**src/rtl/mc_ctrl_pkg.sv**
```systemverilog
// Shared definitions for the multicycle ARM controller.
//   state_t     : main FSM state encoding (FETCH = 0, used as the debug State value)
//   SRCA_* / SRCB_* / RES_* : datapath multiplexer select codes
//   OP_*        : Instr[27:26] instruction class codes
package mc_ctrl_pkg;

    typedef enum logic [3:0] {
        FETCH      = 4'd0,
        DECODE     = 4'd1,
        MEMADR     = 4'd2,
        MEMREAD    = 4'd3,
        MEMWB      = 4'd4,
        MEMWRITE   = 4'd5,
        EXECUTER   = 4'd6,
        EXECUTEI   = 4'd7,
        ALUWB      = 4'd8,
        BRANCH     = 4'd9,
        EXECUTEMUL = 4'd10,
        MULWB      = 4'd11,
        FPEXEC     = 4'd12,
        FPWB       = 4'd13
    } state_t;

    localparam logic [1:0] SRCA_A        = 2'b00;
    localparam logic [1:0] SRCA_PC       = 2'b01;

    localparam logic [1:0] SRCB_WD       = 2'b00;
    localparam logic [1:0] SRCB_IMM      = 2'b01;
    localparam logic [1:0] SRCB_4        = 2'b10;

    localparam logic [1:0] RES_ALUOUT    = 2'b00;
    localparam logic [1:0] RES_DATA      = 2'b01;
    localparam logic [1:0] RES_ALURESULT = 2'b10;

    localparam logic [1:0] OP_DP         = 2'b00;
    localparam logic [1:0] OP_MEM        = 2'b01;
    localparam logic [1:0] OP_BR         = 2'b10;
    localparam logic [1:0] OP_FP         = 2'b11;

endpackage

```
**src/rtl/mainfsm_outdec.sv**
```systemverilog
// Moore output decoder: maps the current state to the datapath control word.
// Ports:
//   i_state       current FSM state
//   o_adr_src     memory address select (0 = PC, 1 = Result)
//   o_alu_src_a   ALU A select
//   o_alu_src_b   ALU B select
//   o_result_src  result bus select
//   o_reg_w       register write request
//   o_mem_w       memory write request
//   o_branch      branch request
//   o_alu_op      ALU decoder uses Funct
//   o_reg_src_64b multiply register-field mapping (Moore part only)
//   o_fpu_write   FP register file write
module mainfsm_outdec
    import mc_ctrl_pkg::*;
(
    input  state_t     i_state,
    output logic       o_adr_src,
    output logic [1:0] o_alu_src_a,
    output logic [1:0] o_alu_src_b,
    output logic [1:0] o_result_src,
    output logic       o_reg_w,
    output logic       o_mem_w,
    output logic       o_branch,
    output logic       o_alu_op,
    output logic       o_reg_src_64b,
    output logic       o_fpu_write
);

    always_comb begin
        o_adr_src     = 1'b0;
        o_alu_src_a   = SRCA_A;
        o_alu_src_b   = SRCB_WD;
        o_result_src  = RES_ALUOUT;
        o_reg_w       = 1'b0;
        o_mem_w       = 1'b0;
        o_branch      = 1'b0;
        o_alu_op      = 1'b0;
        o_reg_src_64b = 1'b0;
        o_fpu_write   = 1'b0;
        case (i_state)
            FETCH, DECODE: begin
                o_alu_src_a  = SRCA_PC;
                o_alu_src_b  = SRCB_4;
                o_result_src = RES_ALURESULT;
            end
            MEMADR:   o_alu_src_b = SRCB_IMM;
            MEMREAD:  o_adr_src   = 1'b1;
            MEMWB: begin
                o_result_src = RES_DATA;
                o_reg_w      = 1'b1;
            end
            MEMWRITE: begin
                o_adr_src = 1'b1;
                o_mem_w   = 1'b1;
            end
            EXECUTER: o_alu_op = 1'b1;
            EXECUTEI: begin
                o_alu_src_b = SRCB_IMM;
                o_alu_op    = 1'b1;
            end
            ALUWB:    o_reg_w = 1'b1;
            BRANCH: begin
                o_alu_src_b  = SRCB_IMM;
                o_result_src = RES_ALURESULT;
                o_branch     = 1'b1;
            end
            EXECUTEMUL: begin
                o_reg_src_64b = 1'b1;
                o_alu_op      = 1'b1;
            end
            MULWB: begin
                o_reg_src_64b = 1'b1;
                o_reg_w       = 1'b1;
            end
            FPWB:     o_fpu_write = 1'b1;
            default: ;
        endcase
    end

endmodule

```
**src/rtl/mainfsm.sv**
```systemverilog
// Main sequencing FSM of the multicycle ARM controller.
// Holds the state register and next-state logic and merges the Mealy terms
// (IRWrite/NextPC in FETCH, RegSrc64b in DECODE, Src_64b in MULWB) onto the
// Moore control word from mainfsm_outdec.
// Ports: clk/reset (async, active-high), Op/Funct/Mul instruction fields,
// MemReady handshake; datapath selects, write requests and debug State out.
module mainfsm
    import mc_ctrl_pkg::*;
(
    input  logic       clk,
    input  logic       reset,
    input  logic [1:0] Op,
    input  logic [5:0] Funct,
    input  logic       Mul,
    input  logic       MemReady,
    output logic       IRWrite,
    output logic       AdrSrc,
    output logic [1:0] ALUSrcA,
    output logic [1:0] ALUSrcB,
    output logic [1:0] ResultSrc,
    output logic       NextPC,
    output logic       RegW,
    output logic       MemW,
    output logic       Branch,
    output logic       ALUOp,
    output logic       RegSrc64b,
    output logic       Src_64b,
    output logic       FPUWrite,
    output logic [3:0] State
);

    state_t r_state;
    state_t w_next_state;
    logic   w_reg_src_64b_moore;
    logic   w_unused_funct;

    assign w_unused_funct = ^{Funct[4], Funct[2:1]};

    always_ff @(posedge clk or posedge reset) begin
        if (reset) r_state <= FETCH;
        else       r_state <= w_next_state;
    end

    always_comb begin
        w_next_state = FETCH;
        case (r_state)
            FETCH:      w_next_state = MemReady ? DECODE : FETCH;
            DECODE: begin
                case (Op)
                    OP_MEM:  w_next_state = MEMADR;
                    OP_BR:   w_next_state = BRANCH;
                    OP_FP:   w_next_state = FPEXEC;
                    default: begin
                        // Immediate form wins over the multiply pattern.
                        if (Funct[5])  w_next_state = EXECUTEI;
                        else if (Mul)  w_next_state = EXECUTEMUL;
                        else           w_next_state = EXECUTER;
                    end
                endcase
            end
            MEMADR:     w_next_state = Funct[0] ? MEMREAD : MEMWRITE;
            MEMREAD:    w_next_state = MemReady ? MEMWB : MEMREAD;
            MEMWB:      w_next_state = FETCH;
            MEMWRITE:   w_next_state = MemReady ? FETCH : MEMWRITE;
            EXECUTER:   w_next_state = ALUWB;
            EXECUTEI:   w_next_state = ALUWB;
            ALUWB:      w_next_state = FETCH;
            BRANCH:     w_next_state = FETCH;
            EXECUTEMUL: w_next_state = MULWB;
            MULWB:      w_next_state = FETCH;
            FPEXEC:     w_next_state = FPWB;
            FPWB:       w_next_state = FETCH;
            default:    w_next_state = FETCH;
        endcase
    end

    mainfsm_outdec u_outdec (
        .i_state       (r_state),
        .o_adr_src     (AdrSrc),
        .o_alu_src_a   (ALUSrcA),
        .o_alu_src_b   (ALUSrcB),
        .o_result_src  (ResultSrc),
        .o_reg_w       (RegW),
        .o_mem_w       (MemW),
        .o_branch      (Branch),
        .o_alu_op      (ALUOp),
        .o_reg_src_64b (w_reg_src_64b_moore),
        .o_fpu_write   (FPUWrite)
    );

    // IR load and PC increment happen together on the cycle the fetch completes.
    assign IRWrite   = (r_state == FETCH) && MemReady;
    assign NextPC    = (r_state == FETCH) && MemReady;
    // Register-field remap must already be in effect in DECODE so the
    // multiply operands are read from the right fields.
    assign RegSrc64b = w_reg_src_64b_moore || ((r_state == DECODE) && Mul);
    assign Src_64b   = (r_state == MULWB) && Funct[3];
    assign State     = r_state;

endmodule

```
**config.mk**
```make
export PLATFORM = sky130hd
export DESIGN_NAME = mainfsm
export DESIGN_NICKNAME = d
export VERILOG_FILES = /design/src/rtl/mc_ctrl_pkg.sv /design/src/rtl/mainfsm_outdec.sv /design/src/rtl/mainfsm.sv
export SDC_FILE = /design/constraint.sdc
export NUM_CORES = 1
export LEC_CHECK = 0
export ABC_AREA = 1
export BUFFER_PORTS_ARGS = -buffer_cell sky130_fd_sc_hd__clkbuf_2
export CAP_MARGIN = 20
export CORE_AREA = 5 5 42 44
export DETAILED_ROUTE_END_ITERATION = 10
export DIE_AREA = 0 0 47 49
export PLACE_DENSITY_LB_ADDON = 0.1
export SKIP_CTS_REPAIR_TIMING = 1
export SLEW_MARGIN = 5
export SYNTH_ARGS = -nofsm -noshare
export SYNTH_HDL_FRONTEND = slang
export SYNTH_SLANG_ARGS = --single-unit
```
**constraint.sdc**
```tcl
create_clock -name clk -period 2.7 [get_ports clk]
set_input_delay 0.135 -clock clk [delete_from_list [all_inputs] [get_ports clk]]
set_output_delay 0.135 -clock clk [all_outputs]
set_load 0.01 [all_outputs]
```
# After elaboration in Yosys (flattened, before gate mapping)
# Cells that the tools add are included.
[classes] mux=18 reduce_logical=13 eq_ne=16
[op_table] op="4-bit one-hot mux with 8 select lines" n=1
[op_table] op="4-bit == test (second input constant)" n=6
[op_table] op="4-bit by 3-bit == test with 1-bit output (second input constant)" n=4
[op_table] op="4-bit one-hot mux with 3 select lines" n=1
[op_table] op="3-bit OR reduction" n=4
[op_table] op="1-bit two-way mux" n=9
[op_table] op="3-bit two-way mux" n=3
[op_table] op="4-bit by 2-bit == test with 1-bit output (second input constant)" n=2
[op_table] op="4-bit two-way mux" n=2
[op_table] op="2-bit one-hot mux with 2 select lines" n=2
[op_table] op="2-bit OR reduction" n=4
[op_table] op="2-bit == test (second input constant)" n=2
[op_table] op="4-bit by 1-bit == test with 1-bit output (second input constant)" n=1
[op_table] op="4-bit zero test" n=1
[op_table] op="1-bit logical AND" n=3
[op_table] op="2-bit by 1-bit == test with 1-bit output (second input constant)" n=1
[op_table] op="1-bit logical OR" n=1
[totals] input_bits=12 ff_bits=4 word_cells=48

# Logic depth before layout (Yosys ltp)
# Gate-level depths: netlist (run 1).
[depth] ltp_word=4 mapped_depth=7 mapped_depth_nobuf=6

# Modules after synthesis
# From an unflattened synthesis (run 1), not the netlist that was laid out.
[hier_totals] hier_cells=100 area_unflattened_um2=544.3
[by_module_without_submodules] module="mainfsm" area_per_inst_um2=372.9 cells_per_inst=63 seq_area_each_um2=100.1 n_inst=1
[by_module_without_submodules] module="mainfsm_outdec" area_per_inst_um2=171.4 cells_per_inst=37 seq_area_each_um2=0.0 n_inst=1

# Worst setup path after synthesis (run 1)
# OpenSTA, ideal clock, no wires.
[synth_timing] path_kind="register to output" start="register r_state[1] (netlist: State[1])" end="output NextPC" stages_incl_launch_ff=6 path_slack_ns=1.491 t_arrival_ns=1.074 path_buffers=2 cell_sequence="dfrtp_1 > buf_4 > nor2_1 > nand3_1 > inv_1 > buf_4"
[synth_between] elab_chain_len=2
[synth_lines] element="start, declared" line="mainfsm.sv:32" text="state_t r_state;"
[synth_lines] element="start signal, assigned" line="mainfsm.sv:41" text="else r_state <= w_next_state;"
[synth_lines] element="4-bit zero test"
[synth_lines] element="1-bit logical AND"
[synth_lines] element="end, declared" line="mainfsm.sv:21" text="output logic NextPC,"
# No other way between the ends.

# Final worst setup path (run 1)
[layout_timing] start="register r_state[1] (netlist: State[1])" end="output RegSrc64b"
[layout_between] elab_chain_len=4 elab_cells_between_ends=7
[layout_lines] element="4-bit == test" line="mainfsm_outdec.sv:41" text="case (i_state)"
[layout_lines] element="2-bit OR reduction (no line)"
[layout_lines] element="1-bit two-way mux" line="mainfsm_outdec.sv:41"
[layout_lines] element="1-bit logical OR (*)" line="mainfsm.sv:96" text="assign RegSrc64b = w_reg_src_64b_moore || ((r_state == DECODE) && Mul);"
[layout_lines] element="end, declared" line="mainfsm.sv:26" text="output logic RegSrc64b,"
# Mark *: on every way between the ends. The rest lies on a longest branch, timed or not.

==> results of run 1 <==
-- final timing paths --
path                                 endpoint  slack [ns]
setup / recovery                    RegSrc64b        1.15
hold / removal             State[1]$_DFF_PP0_        0.19
setup reg to reg           State[2]$_DFF_PP0_        1.50
hold reg to reg            State[3]$_DFF_PP0_        0.77
max in group asynchronous  State[3]$_DFF_PP0_        2.23
min in group asynchronous  State[1]$_DFF_PP0_        0.32
-- power by group through the flow --
stage | Combinational [mW] | Sequential (mW) | Clock (mW)
2_1_floorplan | 0.379 | 0.151 | 0
6_report | 0.538 | 0.165 | 0.0732
5_1_grt | 0.610 | 0.172 | 0.0852
3_3_place_gp | 0.547 | 0.165 | 0
4_1_cts | 0.550 | 0.165 | 0.0766
3_5_place_dp | 0.549 | 0.166 | 0
-- layout make-up --
type | count | area (um2) | area share, %
tap | 16 | 20.02 | 3.168
clock buffer | 3 | 22.52 | 3.564
multi-input combinational | 56 | 284.0 | 44.95
timing repair buffer | 28 | 145.1 | 22.97
sequential | 4 | 100.1 | 15.84
inverter | 16 | 60.06 | 9.505
-- cells by family after synthesis --
group / synth area share (%)
and+or+nand+nor: 50.94
DFF: 21.45
xor gates and xnor gates: 1.877
AOI/OAI and AO/OA: 7.238
other: 0.8035
buffers and inverters: 17.69
-- worst max-delay path, stage by stage, from the launching register on --
cell      delay, ns
dfrtp_1        0.58
inv_2          0.07
nor2_2         0.17
nand2_2        0.12
nand3_1        0.10
clkbuf_2       0.13
-- layer usage --
metal	wire, um	track usage (%)
met4	8	5.530
met2	658	19.00
met5	0	0
met1	524	15.45
met3	115	6.273
-- layout by cell type, fill, tap and decap left out --
master          n
nor2_2          3
nor2_4          2
nand2_1        18
nand2_2         3
xnor2_1         1
inv_1           9
o21ai_0         2
nand4_1         2
nor3_2          1
inv_2           7
nand3_1         9
conb_1          1
nor2_1         10
o21ai_1         1
dfrtp_1         4
clkbuf_4        3
clkbuf_2       27
o22ai_1         1
o211ai_2        1
dlygate4sd3_1   1
nor3_1          1
==> results.sh, run 1 <==
export IMPL_power_switching_mw=0.4354
export IMPL_switching_share_pct=56.08
export IMPL_first_global_vias=505
export IMPL_synthesis_area_um2=466.7
export IMPL_hp_class="in2reg"
export IMPL_ys_ff_latch=4
export IMPL_initial_core_util_pct=33.30
export IMPL_htreeDepth=1
export IMPL_internal_power_mw=0.3410
export IMPL_status="complete, no violations"
export IMPL_root_buffer="clkbuf_4"
export IMPL_die_h_um=49
export IMPL_tritoncts="done"
export IMPL_synthTopCellsByArea="dfrtp_1, nand2_1, nand3_1"
export IMPL_power_density_nw_per_um2=1229
export IMPL_finalWorstPathRequiredPeriod_ns=1.549
export IMPL_ys_async_sr_fraction_pct=100.0
export IMPL_overflow=0
export IMPL_holdWs_ns=0.1858
export IMPL_timing_rr_start="State[1]$_DFF_PP0_"
export IMPL_synthFlopType="dfrtp_1"
export IMPL_hold_depth=3
export IMPL_fin_cells=123
export IMPL_syn_inst=79
export IMPL_worstPathRequired_ns=2.57
export IMPL_nets=121
export IMPL_vdd_drop_max_mv=0.4076
export IMPL_arrival_ns=1.41
export IMPL_drtIter0Drc=6
export IMPL_dp_cells=119
export IMPL_hp_start="Funct[0]"
export IMPL_antenna_found_initial=0
export IMPL_grt_usage_pct=12.91
export IMPL_combPwrFrac_pct=69.4
export IMPL_clock_sinks=4
export IMPL_p_clk_share_pct=9.4
export IMPL_clk_latency_ns=0.23
export IMPL_dp_hpwl_mm=1.097
export IMPL_path_clk_slew_ns=0.04
export IMPL_finalSetupViolCount=0
export IMPL_drc=0
export IMPL_worstSetupStartpoint="State[1]$_DFF_PP0_"
export IMPL_setup_slack_ns=1.151
export IMPL_synth_top_cell_by_area="dfrtp_1"
export IMPL_ys_seq_area_share_pct=21.45
export IMPL_fin_skew_ns=0.002664
export IMPL_core_region_area_um2=1401
export IMPL_pre_cts_ws_ns=1.394
export IMPL_hold_viol_final=0
export IMPL_yosys_cell_count_top_type="nand2_1"
export IMPL_setup_tns_ns=0
export IMPL_synth_area_per_cell_um2=5.908
export IMPL_diodes=0
export IMPL_synth_edff_count=0
export IMPL_routed_via_density=4.480
export IMPL_fin_area_um2=631.9
export IMPL_ant_nets=0
export IMPL_fin_total_pwr_mw=0.7763
export IMPL_routed_wl_mm=1.307
export IMPL_synth_top_area_share_pct=21.45
export IMPL_cts_buffers=3
export IMPL_grt_max_degree=11
export IMPL_gp_congestion=0.7756
export IMPL_max_freq_mhz=645.5
export IMPL_num_rows=14
export IMPL_num_fill_cells=161
export IMPL_largest_reg_flops=4
export IMPL_seq_power_share_pct=21.2
export IMPL_clockBufferDepth=2
export IMPL_firstDrtPassIters=3
export IMPL_portBuffers=27
export IMPL_cap_violations=0
export IMPL_wl_per_cell_um=10.63
export IMPL_vias=551
export IMPL_synth_cell_types=19
export IMPL_post_route_util_pct=45.09
export IMPL_slew_viol_final=0
export IMPL_die_area_um2=2303
export IMPL_p_leak_nw=0.4159
export IMPL_criticalPathCategory="reg2out"
export IMPL_fin_crit_sh_pct=57.37
export IMPL_yosys_warnings=0
export IMPL_path_max_fanout=10
export IMPL_num_io_pins=32
export IMPL_start_kind="flip-flop"
export IMPL_synth_nets=91
export IMPL_syn_to_final_growth_pct=35.39
export IMPL_drive_gt1_share_pct=43.93
export IMPL_die_w_um=47
export IMPL_grt_setup_unrepaired="no"
export IMPL_r2r_cells=5
export IMPL_grt_pass1_wl_mm=2.139
export IMPL_end_kind="primary output"
export IMPL_synth_common_cells="nand2_1, nor2_1, inv_1, nand3_1, inv_2"
export IMPL_place_area_um2=599.3
Power figures use the tool's default switching activity.
==> inputs of run 2 (changes only) <==
Settings changed: CORE_AREA 5 5 42 44 to default, CORE_MARGIN from default to 5, CORE_UTILIZATION from default to 35, DIE_AREA 0 0 47 49 to default.
Clock period 2.7 ns to 1.3 ns, I/O delays scaled along.
==> run 2 against run 1 <==
The run now ends with setup timing left. Global-route usage shrank 0.18 points. Setup slack lost 1.2 ns. Utilization grew 16 points. Wire length grew 4.1%. Flip-flop and latch count is the same. Combinational power grew to 3.0 times the previous value. Die area shrank 6.1%. Register-to-register slack lost 1.4 ns. Largest cell class unchanged.
==> results.sh, run 2 (synthesis gave the netlist of run 1 again) <==
export IMPL_vias=590
export IMPL_drtIter0Drc=11
export IMPL_clk_latency_ns=0.24
export IMPL_vdd_drop_max_mv=1.062
export IMPL_dp_cells=119
export IMPL_r2r_setup_slack_ns=0.10
export IMPL_overflow=0
export IMPL_hp_class="in2reg"
export IMPL_clockBufferDepth=2
export IMPL_layout_common_cells="clkbuf_2, nand2_1, inv_2"
export IMPL_arrival_ns=1.28
export IMPL_routed_wl_mm=1.360
export IMPL_grt_usage_pct=12.73
export IMPL_finalSetupViolCount=6
export IMPL_cap_violations=0
export IMPL_max_freq_mhz=742.2
export IMPL_start_kind="flip-flop"
export IMPL_place_area_um2=605.6
export IMPL_ant_nets=0
export IMPL_gp_congestion=0.8197
export IMPL_num_io_pins=32
export IMPL_path_clk_slew_ns=0.04
export IMPL_seqCellArea_um2=105.1
export IMPL_clock_sinks=4
export IMPL_criticalPathCategory="reg2out"
export IMPL_setup_slack_ns=-0.04730
export IMPL_grt_setup_unrepaired="yes"
export IMPL_fin_cells=129
export IMPL_drc=0
export IMPL_die_h_um=46.52
export IMPL_holdWs_ns=0.1366
export IMPL_fin_crit_sh_pct=103.6
export IMPL_diodes=0
export IMPL_htreeDepth=1
export IMPL_multi_input_area_um2=349.1
export IMPL_num_rows=13
export IMPL_die_w_um=46.52
export IMPL_power_density_nw_per_um2=2692
export IMPL_grt_max_degree=9
export IMPL_firstDrtPassIters=4
export IMPL_largest_reg_flops=4
export IMPL_root_buffer="clkbuf_4"
export IMPL_dp_hpwl_mm=1.045
export IMPL_nets=128
export IMPL_first_global_vias=487
export IMPL_antenna_found_initial=0
export IMPL_portBuffers=27
export IMPL_p_leak_nw=0.4773
export IMPL_end_kind="primary output"
export IMPL_finalWorstPathRequiredPeriod_ns=1.347
export IMPL_drive_gt1_share_pct=62.28
export IMPL_final_common_cell="clkbuf_2"
export IMPL_violations="setup timing"
export IMPL_syn_to_final_growth_pct=68.36
export IMPL_hold_viol_final=0
export IMPL_fin_skew_ns=0.004894
export IMPL_worstPathRequired_ns=1.24
export IMPL_tritoncts="done"
export IMPL_fin_area_um2=785.8
export IMPL_core_region_area_um2=1285
export IMPL_routed_via_density=4.574
export IMPL_path_max_fanout=5
export IMPL_num_fill_cells=128
export IMPL_slew_viol_final=0
export IMPL_grt_pass1_wl_mm=1.966
export IMPL_die_area_um2=2164
export IMPL_wl_per_cell_um=10.54
export IMPL_status="complete, but fails checks"
export IMPL_initial_core_util_pct=36.32
export IMPL_cts_buffers=3
==> run 2: path summary, 6_finish.rpt <==
kind / startpoint / to / depth (start not counted)
max: State[2]$_DFF_PP0_ / ALUSrcB[0] / 5
min: Funct[0] / State[1]$_DFF_PP0_ / 3
max reg2reg: State[2]$_DFF_PP0_ / State[0]$_DFF_PP0_ / 7
min reg2reg: State[1]$_DFF_PP0_ / State[3]$_DFF_PP0_ / 2
max in group asynchronous: reset / State[2]$_DFF_PP0_ / 3
min in group asynchronous: reset / State[1]$_DFF_PP0_ / 3
==> run 2: final cells by class <==
cell class	count	area share [%]
sequential	4	13.38
tap	15	2.389
clock buffer	3	2.866
inverter	16	7.643
timing repair buffer	35	29.30
multi-input combinational	56	44.43
==> run 2: worst max-delay path: stages (launching register included) <==
cell	delay, ns
dfrtp_2	0.46
nor2_4	0.20
buf_6	0.13
nand2_2	0.05
o211ai_2	0.07
buf_2	0.15
==> run 2: routing by layer <==
metal  up-vias  track usage (%)  part of all wire (%)
met2        17            19.51                    49
met1       259            17.28                    44
met4         0            3.409                  0.66
li1        311                -                     -
met3         3            3.516                   6.2
met5         -                0                     0
==> run 2: report_power, final <==
group          leakage (nW)  switching (mW)  internal (mW)  total [mW]
sequential           0.0467           0.156          0.201       0.357
clock                0.0138          0.0515          0.103       0.155
combinational         0.417           0.895          0.709        1.60
total                 0.477            1.10           1.01        2.12
==> run 2: stage by stage <==
step	util (%)	setup TNS (ns)	power [mW]	worst slack, ns
after global routing	61.15	-0.9572	2.301	-0.1148
after detailed placement	47.13	0	1.503	0.1316
after floorplan	-	0	1.101	0.1608
after global placement	47.13	0	1.495	0.1434
after CTS	48.88	-0.8942	1.663	-0.1271
final	61.15	-0.1483	2.116	-0.04730
